<file path="config.mk">
export PLATFORM = sky130hd
export DESIGN_NAME = imem_loader
export DESIGN_NICKNAME = d
export VERILOG_FILES = /design/src/rtl/imem_loader_pkg.sv /design/src/rtl/imem_byte_packer.sv /design/src/rtl/imem_loader.sv
export SDC_FILE = /design/constraint.sdc
export NUM_CORES = 1
export LEC_CHECK = 0
export CAP_MARGIN = 20
export CORE_ASPECT_RATIO = 0.5
export CORE_MARGIN = 1.5
export CORE_UTILIZATION = 35
export CTS_CLUSTER_SIZE = 28
export DETAILED_ROUTE_END_ITERATION = 10
export RECOVER_POWER = 100
export SETUP_SLACK_MARGIN = 0.4
export SLEW_MARGIN = 20
export SYNTH_ARGS = -nofsm -noshare
export SYNTH_HDL_FRONTEND = slang
export SYNTH_SLANG_ARGS = --single-unit
</file>
<file path="constraint.sdc">
create_clock -name clk -period 6.2 [get_ports clk]
set_input_delay 0.93 -clock clk [delete_from_list [all_inputs] [get_ports clk]]
set_output_delay 0.93 -clock clk [all_outputs]
set_load 0.02 [all_outputs]
</file>
<file path="src/rtl/imem_loader_pkg.sv">
// Shared types and widths for the instruction-memory loader.
// Built with or without IMEM_LOADER_CHECKSUM_EN; the state list always includes CHK.
package imem_loader_pkg;

    localparam int MEM_WIDTH  = 8;
    localparam int WORD_WIDTH = 32;
    localparam int LEN_WIDTH  = 16;

    typedef enum logic [2:0] {
        ST_IDLE = 3'd0,
        ST_HDR0 = 3'd1,
        ST_HDR1 = 3'd2,
        ST_LOAD = 3'd3,
        ST_CHK  = 3'd4,
        ST_ERR  = 3'd5
    } state_t;

endpackage

</file>
<file path="src/rtl/imem_byte_packer.sv">
// Packs a byte stream MSB-first into 32-bit words; word_vld_o is a registered one-cycle strobe.
// Latency: word appears the cycle after its 4th byte. No backpressure; partial word held across gaps.
module imem_byte_packer
    import imem_loader_pkg::*;
(
    input  logic                  clk,
    input  logic                  rst_n,
    input  logic                  clear_i,
    input  logic                  byte_vld_i,
    input  logic [MEM_WIDTH-1:0]  byte_dat_i,
    output logic                  word_vld_o,
    output logic [WORD_WIDTH-1:0] word_dat_o
);

    logic [23:0]           sr_q;
    logic [1:0]            idx_q;
    logic                  word_vld_q;
    logic [WORD_WIDTH-1:0] word_q;

    always_ff @(posedge clk or negedge rst_n) begin
        if (!rst_n) begin
            sr_q       <= '0;
            idx_q      <= '0;
            word_vld_q <= 1'b0;
            word_q     <= '0;
        end else begin
            word_vld_q <= 1'b0;
            if (clear_i) begin
                sr_q  <= '0;
                idx_q <= '0;
            end else if (byte_vld_i) begin
                idx_q <= idx_q + 2'd1;
                if (idx_q == 2'd3) begin
                    word_q     <= {sr_q, byte_dat_i};
                    word_vld_q <= 1'b1;
                end else begin
                    sr_q <= {sr_q[15:0], byte_dat_i};
                end
            end
        end
    end

    assign word_vld_o = word_vld_q;
    assign word_dat_o = word_q;

endmodule

</file>
<file path="src/rtl/imem_loader.sv">
// Loads a length-prefixed byte stream into instruction memory as big-endian words (opt. IMEM_LOADER_CHECKSUM_EN).
// Latency: write one cycle after a word's 4th byte; done the cycle after the last write (or after the checksum byte).
// Backpressure: in_ready only in header/payload/checksum phases; full-rate payload streaming never stalls.
module imem_loader
    import imem_loader_pkg::*;
#(
    parameter int MEM_DEPTH = 4096,
    parameter int BASE_ADDR = 0
) (
    input  logic                  clk,
    input  logic                  rst_n,
    input  logic                  start_i,
    input  logic                  in_valid_i,
    input  logic [MEM_WIDTH-1:0]  in_data_i,
    output logic                  in_ready_o,
    output logic                  mem_we_o,
    output logic [31:0]           mem_addr_o,
    output logic [WORD_WIDTH-1:0] mem_wdata_o,
    output logic                  busy_o,
    output logic                  done_o,
    output logic                  err_o,
    output logic [LEN_WIDTH-1:0]  word_count_o
);

    localparam int MAX_WORDS = MEM_DEPTH / 4 - BASE_ADDR / 4;

    state_t                 state_q, state_d;
    logic [LEN_WIDTH-1:0]   len_q, len_d;
    logic [LEN_WIDTH-1:0]   wc_q, wc_d;
    logic                   done_q, done_d;
    logic                   pk_clear;
    logic                   pk_vld;
    logic [WORD_WIDTH-1:0]  pk_word;
    logic                   accept;
    logic [LEN_WIDTH:0]     words_in;
    logic [LEN_WIDTH-1:0]   hdr_len;
    logic                   last_write;
`ifdef IMEM_LOADER_CHECKSUM_EN
    logic [MEM_WIDTH-1:0]   csum_q, csum_d;
`endif

    // Words fully received: already written plus the one being written this cycle.
    assign words_in   = {1'b0, wc_q} + {{LEN_WIDTH{1'b0}}, pk_vld};
    assign hdr_len    = {len_q[15:8], in_data_i};
    assign last_write = pk_vld && ((wc_q + 16'd1) == len_q);
    assign accept     = in_valid_i && in_ready_o;

    always_comb begin
        in_ready_o = 1'b0;
        case (state_q)
            ST_HDR0, ST_HDR1: in_ready_o = 1'b1;
            ST_LOAD:          in_ready_o = (words_in < {1'b0, len_q});
`ifdef IMEM_LOADER_CHECKSUM_EN
            ST_CHK:           in_ready_o = 1'b1;
`endif
            default:          in_ready_o = 1'b0;
        endcase
    end

    always_comb begin
        state_d  = state_q;
        len_d    = len_q;
        wc_d     = wc_q;
        done_d   = 1'b0;
        pk_clear = 1'b0;
`ifdef IMEM_LOADER_CHECKSUM_EN
        csum_d   = csum_q;
`endif
        if (pk_vld) begin
            wc_d = wc_q + 16'd1;
        end
        case (state_q)
            ST_IDLE, ST_ERR: begin
                if (start_i) begin
                    state_d  = ST_HDR0;
                    len_d    = '0;
                    wc_d     = '0;
                    pk_clear = 1'b1;
`ifdef IMEM_LOADER_CHECKSUM_EN
                    csum_d   = '0;
`endif
                end
            end
            ST_HDR0: begin
                if (accept) begin
                    len_d[15:8] = in_data_i;
                    state_d     = ST_HDR1;
                end
            end
            ST_HDR1: begin
                if (accept) begin
                    len_d = hdr_len;
                    if (hdr_len == '0) begin
                        done_d  = 1'b1;
                        state_d = ST_IDLE;
                    end else if ({16'd0, hdr_len} > 32'(MAX_WORDS)) begin
                        state_d = ST_ERR;
                    end else begin
                        state_d = ST_LOAD;
                    end
                end
            end
            ST_LOAD: begin
`ifdef IMEM_LOADER_CHECKSUM_EN
                if (accept) begin
                    csum_d = csum_q ^ in_data_i;
                end
                if (last_write) begin
                    state_d = ST_CHK;
                end
`else
                if (last_write) begin
                    done_d  = 1'b1;
                    state_d = ST_IDLE;
                end
`endif
            end
`ifdef IMEM_LOADER_CHECKSUM_EN
            ST_CHK: begin
                if (accept) begin
                    if (in_data_i == csum_q) begin
                        done_d  = 1'b1;
                        state_d = ST_IDLE;
                    end else begin
                        state_d = ST_ERR;
                    end
                end
            end
`endif
            default: state_d = ST_IDLE;
        endcase
    end

    always_ff @(posedge clk or negedge rst_n) begin
        if (!rst_n) begin
            state_q <= ST_IDLE;
            len_q   <= '0;
            wc_q    <= '0;
            done_q  <= 1'b0;
`ifdef IMEM_LOADER_CHECKSUM_EN
            csum_q  <= '0;
`endif
        end else begin
            state_q <= state_d;
            len_q   <= len_d;
            wc_q    <= wc_d;
            done_q  <= done_d;
`ifdef IMEM_LOADER_CHECKSUM_EN
            csum_q  <= csum_d;
`endif
        end
    end

    imem_byte_packer u_packer (
        .clk        (clk),
        .rst_n      (rst_n),
        .clear_i    (pk_clear),
        .byte_vld_i (accept && (state_q == ST_LOAD)),
        .byte_dat_i (in_data_i),
        .word_vld_o (pk_vld),
        .word_dat_o (pk_word)
    );

    assign mem_we_o     = pk_vld;
    assign mem_wdata_o  = pk_word;
    assign mem_addr_o   = 32'(BASE_ADDR) + {14'd0, wc_q, 2'b00};
    assign busy_o       = (state_q == ST_HDR0) || (state_q == ST_HDR1) ||
                          (state_q == ST_LOAD) || (state_q == ST_CHK);
    assign done_o       = done_q;
    assign err_o        = (state_q == ST_ERR);
    assign word_count_o = wc_q;

endmodule

</file>
==> flow_metrics.env <==
export IMPL_status="complete, but fails checks"
export IMPL_violations="capacitance limit, slew limit"
export IMPL_wl_met3_um=677
export IMPL_cts_sinks=95
export IMPL_core_area_mm2=0.0148
export IMPL_die_h_um=90.9
export IMPL_worst_pin_slew_ns=1.93
export IMPL_yosys_warnings=0
export IMPL_fin_setup_tns_ns=0
export IMPL_dpl_cell_area_mm2=0.00613
export IMPL_synth_avg_cell_area_um2=9.66
export IMPL_drtIter0Drc=187
export IMPL_route_met2_wl_um=5550
export IMPL_ys_async_sr_fraction=1.00
export IMPL_r2r_end="u_packer.word_dat_o[18]"
export IMPL_drive_above_1_share=0.0855
export IMPL_synth_edf_count=0
export IMPL_drtAntennaViolNets=0
export IMPL_cts_hold_buf=0
export IMPL_yosysUniqueCellTypes=55
export IMPL_worstSetupPathType="reg2reg"
export IMPL_via_count=4058
export IMPL_syn_inst=560
export IMPL_max_freq_ghz=0.185
export IMPL_cts_buffers=9
export IMPL_grt_pass1_vias=3981
export IMPL_antenna_found_initial=0
export IMPL_max_cap_violations=2
export IMPL_setup_viol=0
export IMPL_wl_per_cell_um=15.7
export IMPL_fin_crit_ns=5.40
export IMPL_routabilityCongestion=0.864
export IMPL_root_buffer="clkbuf_16"
export IMPL_rrSetupSlack_ns=0.80
export IMPL_rsz0062_at_grt="no"
export IMPL_area_growth_pct=18.7
export IMPL_cts_tree="built"
export IMPL_start_util=0.366
export IMPL_cts_resized=0
export IMPL_overflow=0
export IMPL_dieArea_mm2=0.0163
export IMPL_via_per_inst=5.03
export IMPL_clk_path_buf_depth=2
export IMPL_crit_path_end_kind="register"
export IMPL_dp_slack_ns=1.47
export IMPL_worst_hold_slack_ns=0.487
export IMPL_clk_pin_slew_ns=0.07
export IMPL_nets=634
export IMPL_synthFlopType="dfrtp_1"
export IMPL_dr_pass1_iters=4
export IMPL_post_synth_top_area_fraction=0.440
export IMPL_drc=0
export IMPL_htree_levels=3
export IMPL_hp_class="reg2reg"
export IMPL_fin_crit_sh=0.870
export IMPL_synth_largest_area_cell="dfrtp_1"
export IMPL_io_pins=97
export IMPL_skew_ns=0.0130
export IMPL_relSlewSlack=-0.288
export IMPL_ir_drop_mv=0.130
export IMPL_hpwl_um=8920
export IMPL_num_antenna_cells=0
export IMPL_drv_slew=105
export IMPL_clock_latency_ns=0.35
export IMPL_netlist_top_cells_area="dfrtp_1 44%, mux2_2 5.8%, nand2_1 4.8%"
export IMPL_syn_area_mm2=0.00541
export IMPL_synth_seq_area_share=0.440
export IMPL_rr_worst_depth=15
export IMPL_grt_max_degree=71
export IMPL_wirelength_met1_um=6300
export IMPL_grt_use_total=0.167
export IMPL_cellPowerDensity_mw_per_mm2=311
export IMPL_io_buffers=80
export IMPL_hold_path_startpoint="u_packer.word_dat_o[29]"
export IMPL_worstPathMaxFanout=33
export IMPL_r2r_start="u_packer.word_vld_o"
export IMPL_finalHoldViolCount=0
export IMPL_power_leakage_nw=3.08
export IMPL_worstPathRequired_ns=6.43
export IMPL_worstSetupStartpointType="register"
export IMPL_wl_um=12600
export IMPL_hold_end="u_packer.word_dat_o[29]"
export IMPL_arrival_ns=5.63
export IMPL_synth_seq_cells=95
export IMPL_worst_slack_ns=0.804
export IMPL_top_layer="met4"
export IMPL_fp_dieW_um=179
export IMPL_grt_pass1_wl_um=21100
export IMPL_post_cts_buffers=0
export IMPL_fp_row_count=31
export IMPL_design_area_mm2=0.00642
export IMPL_min_path_cells=1
## layer usage
| metal | global-route usage | vias up |
|---|---|---|
| met1 | 0.243 | 1958 |
| met2 | 0.248 | 113 |
| li1 | - | 1977 |
| met3 | 0.0387 | 10 |
| met5 | 0 | - |
| met4 | 0.0382 | 0 |
## kinds of logic (layout without fill, tap and decap cells)
logic type | count (synthesis) | in the layout | synth area share
multiplexers | 33 | 33 | 0.0685
adder cells (fa/ha/maj) | 19 | 19 | 0.0440
buffers and inverters | 86 | 119 | 0.0905
flip-flops | 95 | 95 | 0.440
other | 1 | 16 | 0.000693
AND/OR/NAND/NOR | 183 | 183 | 0.163
AO/OA/AOI/OAI | 94 | 94 | 0.115
XOR/XNOR | 49 | 49 | 0.0794
## worst max path at each step
stage                              startpoint                 endpoint  cells after the start  slack, ns
after floorplan               word_count_o[2]               in_ready_o                     14       2.24
after global placement    u_packer.word_vld_o               in_ready_o                     15       1.58
after detailed placement  u_packer.word_vld_o               in_ready_o                     15       1.47
after CTS                 u_packer.word_vld_o               in_ready_o                     15       1.07
after global routing      u_packer.word_vld_o  u_packer.word_dat_o[31]                     15       0.46
final                     u_packer.word_vld_o  u_packer.word_dat_o[18]                     15       0.80
## cell type report
class / instances / area [um2]
Sequential cell: 95 / 2380
Tap cell: 198 / 248
Fill cell: 1498 / 8360
Timing Repair Buffer: 84 / 815
Inverter: 19 / 71.3
Multi-Input combinational cell: 394 / 2600
Clock inverter: 7 / 83.8
Clock buffer: 9 / 225
## power by group
| group | leakage [nW] | internal [W] | total [W] | switching, W |
|---|---|---|---|---|
| clock network | 0.151 | 0.000289 | 0.000565 | 0.000276 |
| registers | 1.31 | 0.000701 | 0.000810 | 0.000109 |
| logic | 1.61 | 0.000259 | 0.000618 | 0.000359 |
## cell usage in the layout, fill, tap and decap left out, types with 6 or more instances in the layout
master,n
a21oi_1,8
xor2_1,25
conb_1,16
nor2_1,32
o21ai_0,42
inv_1,19
clkdlybuf4s50_1,8
dfrtp_1,95
nor4_1,8
a22o_1,9
clkbuf_16,9
dlygate4sd3_1,71
a21o_1,7
ha_1,19
nor2b_1,6
xnor2_1,24
mux2_2,28
nand2_1,69
nor3_1,9
nand3_1,28
## metrics by stage
stage	utilization	instances	total power [W]
3_3_place_gp	0.415	790	0.00144
5_1_grt	0.434	806	0.00213
6_report	0.434	806	0.00199
3_5_place_dp	0.415	790	0.00145
2_1_floorplan	-	575	0.00127
4_1_cts	0.435	806	0.00203
## worst max-delay path, cell delays in order (launching register included)
cell	delay (ns)
dfrtp_1	0.63
ha_1	0.27
ha_1	0.21
nand2_1	0.11
nor2_1	0.21
nand3_1	0.13
xnor2_1	0.16
ha_1	0.30
a21o_1	0.18
a21o_1	0.16
a21o_1	0.19
o2111ai_1	0.30
o21ai_0	0.31
nor3b_4	0.24
clkbuf_1	1.41
mux2_2	0.45
## cell usage after synthesis (5+ instances only)
master / number
nand2b_1: 5
nor3_1: 9
a22o_1: 9
mux2_2: 28
o21ai_0: 42
a21oi_1: 8
nor4_1: 8
nand4_1: 5
nand3_1: 28
a21o_1: 7
dfrtp_1: 95
buf_4: 34
xor2_1: 25
buf_2: 13
and4_1: 5
nor2b_1: 6
inv_1: 19
nor2_1: 32
xnor2_1: 24
ha_1: 19
nand2_1: 69
clkbuf_1: 15
## registers in the layout, summed over array words and instances, names as in the netlist
register,cells
u_packer.word_dat_o,32
u_packer.sr_q,24
len_q,16
word_count_o,16
state_q,3
u_packer.idx_q,2
done_o,1
u_packer.word_vld_o,1
No activity file was read; power rests on OpenSTA's default activity.
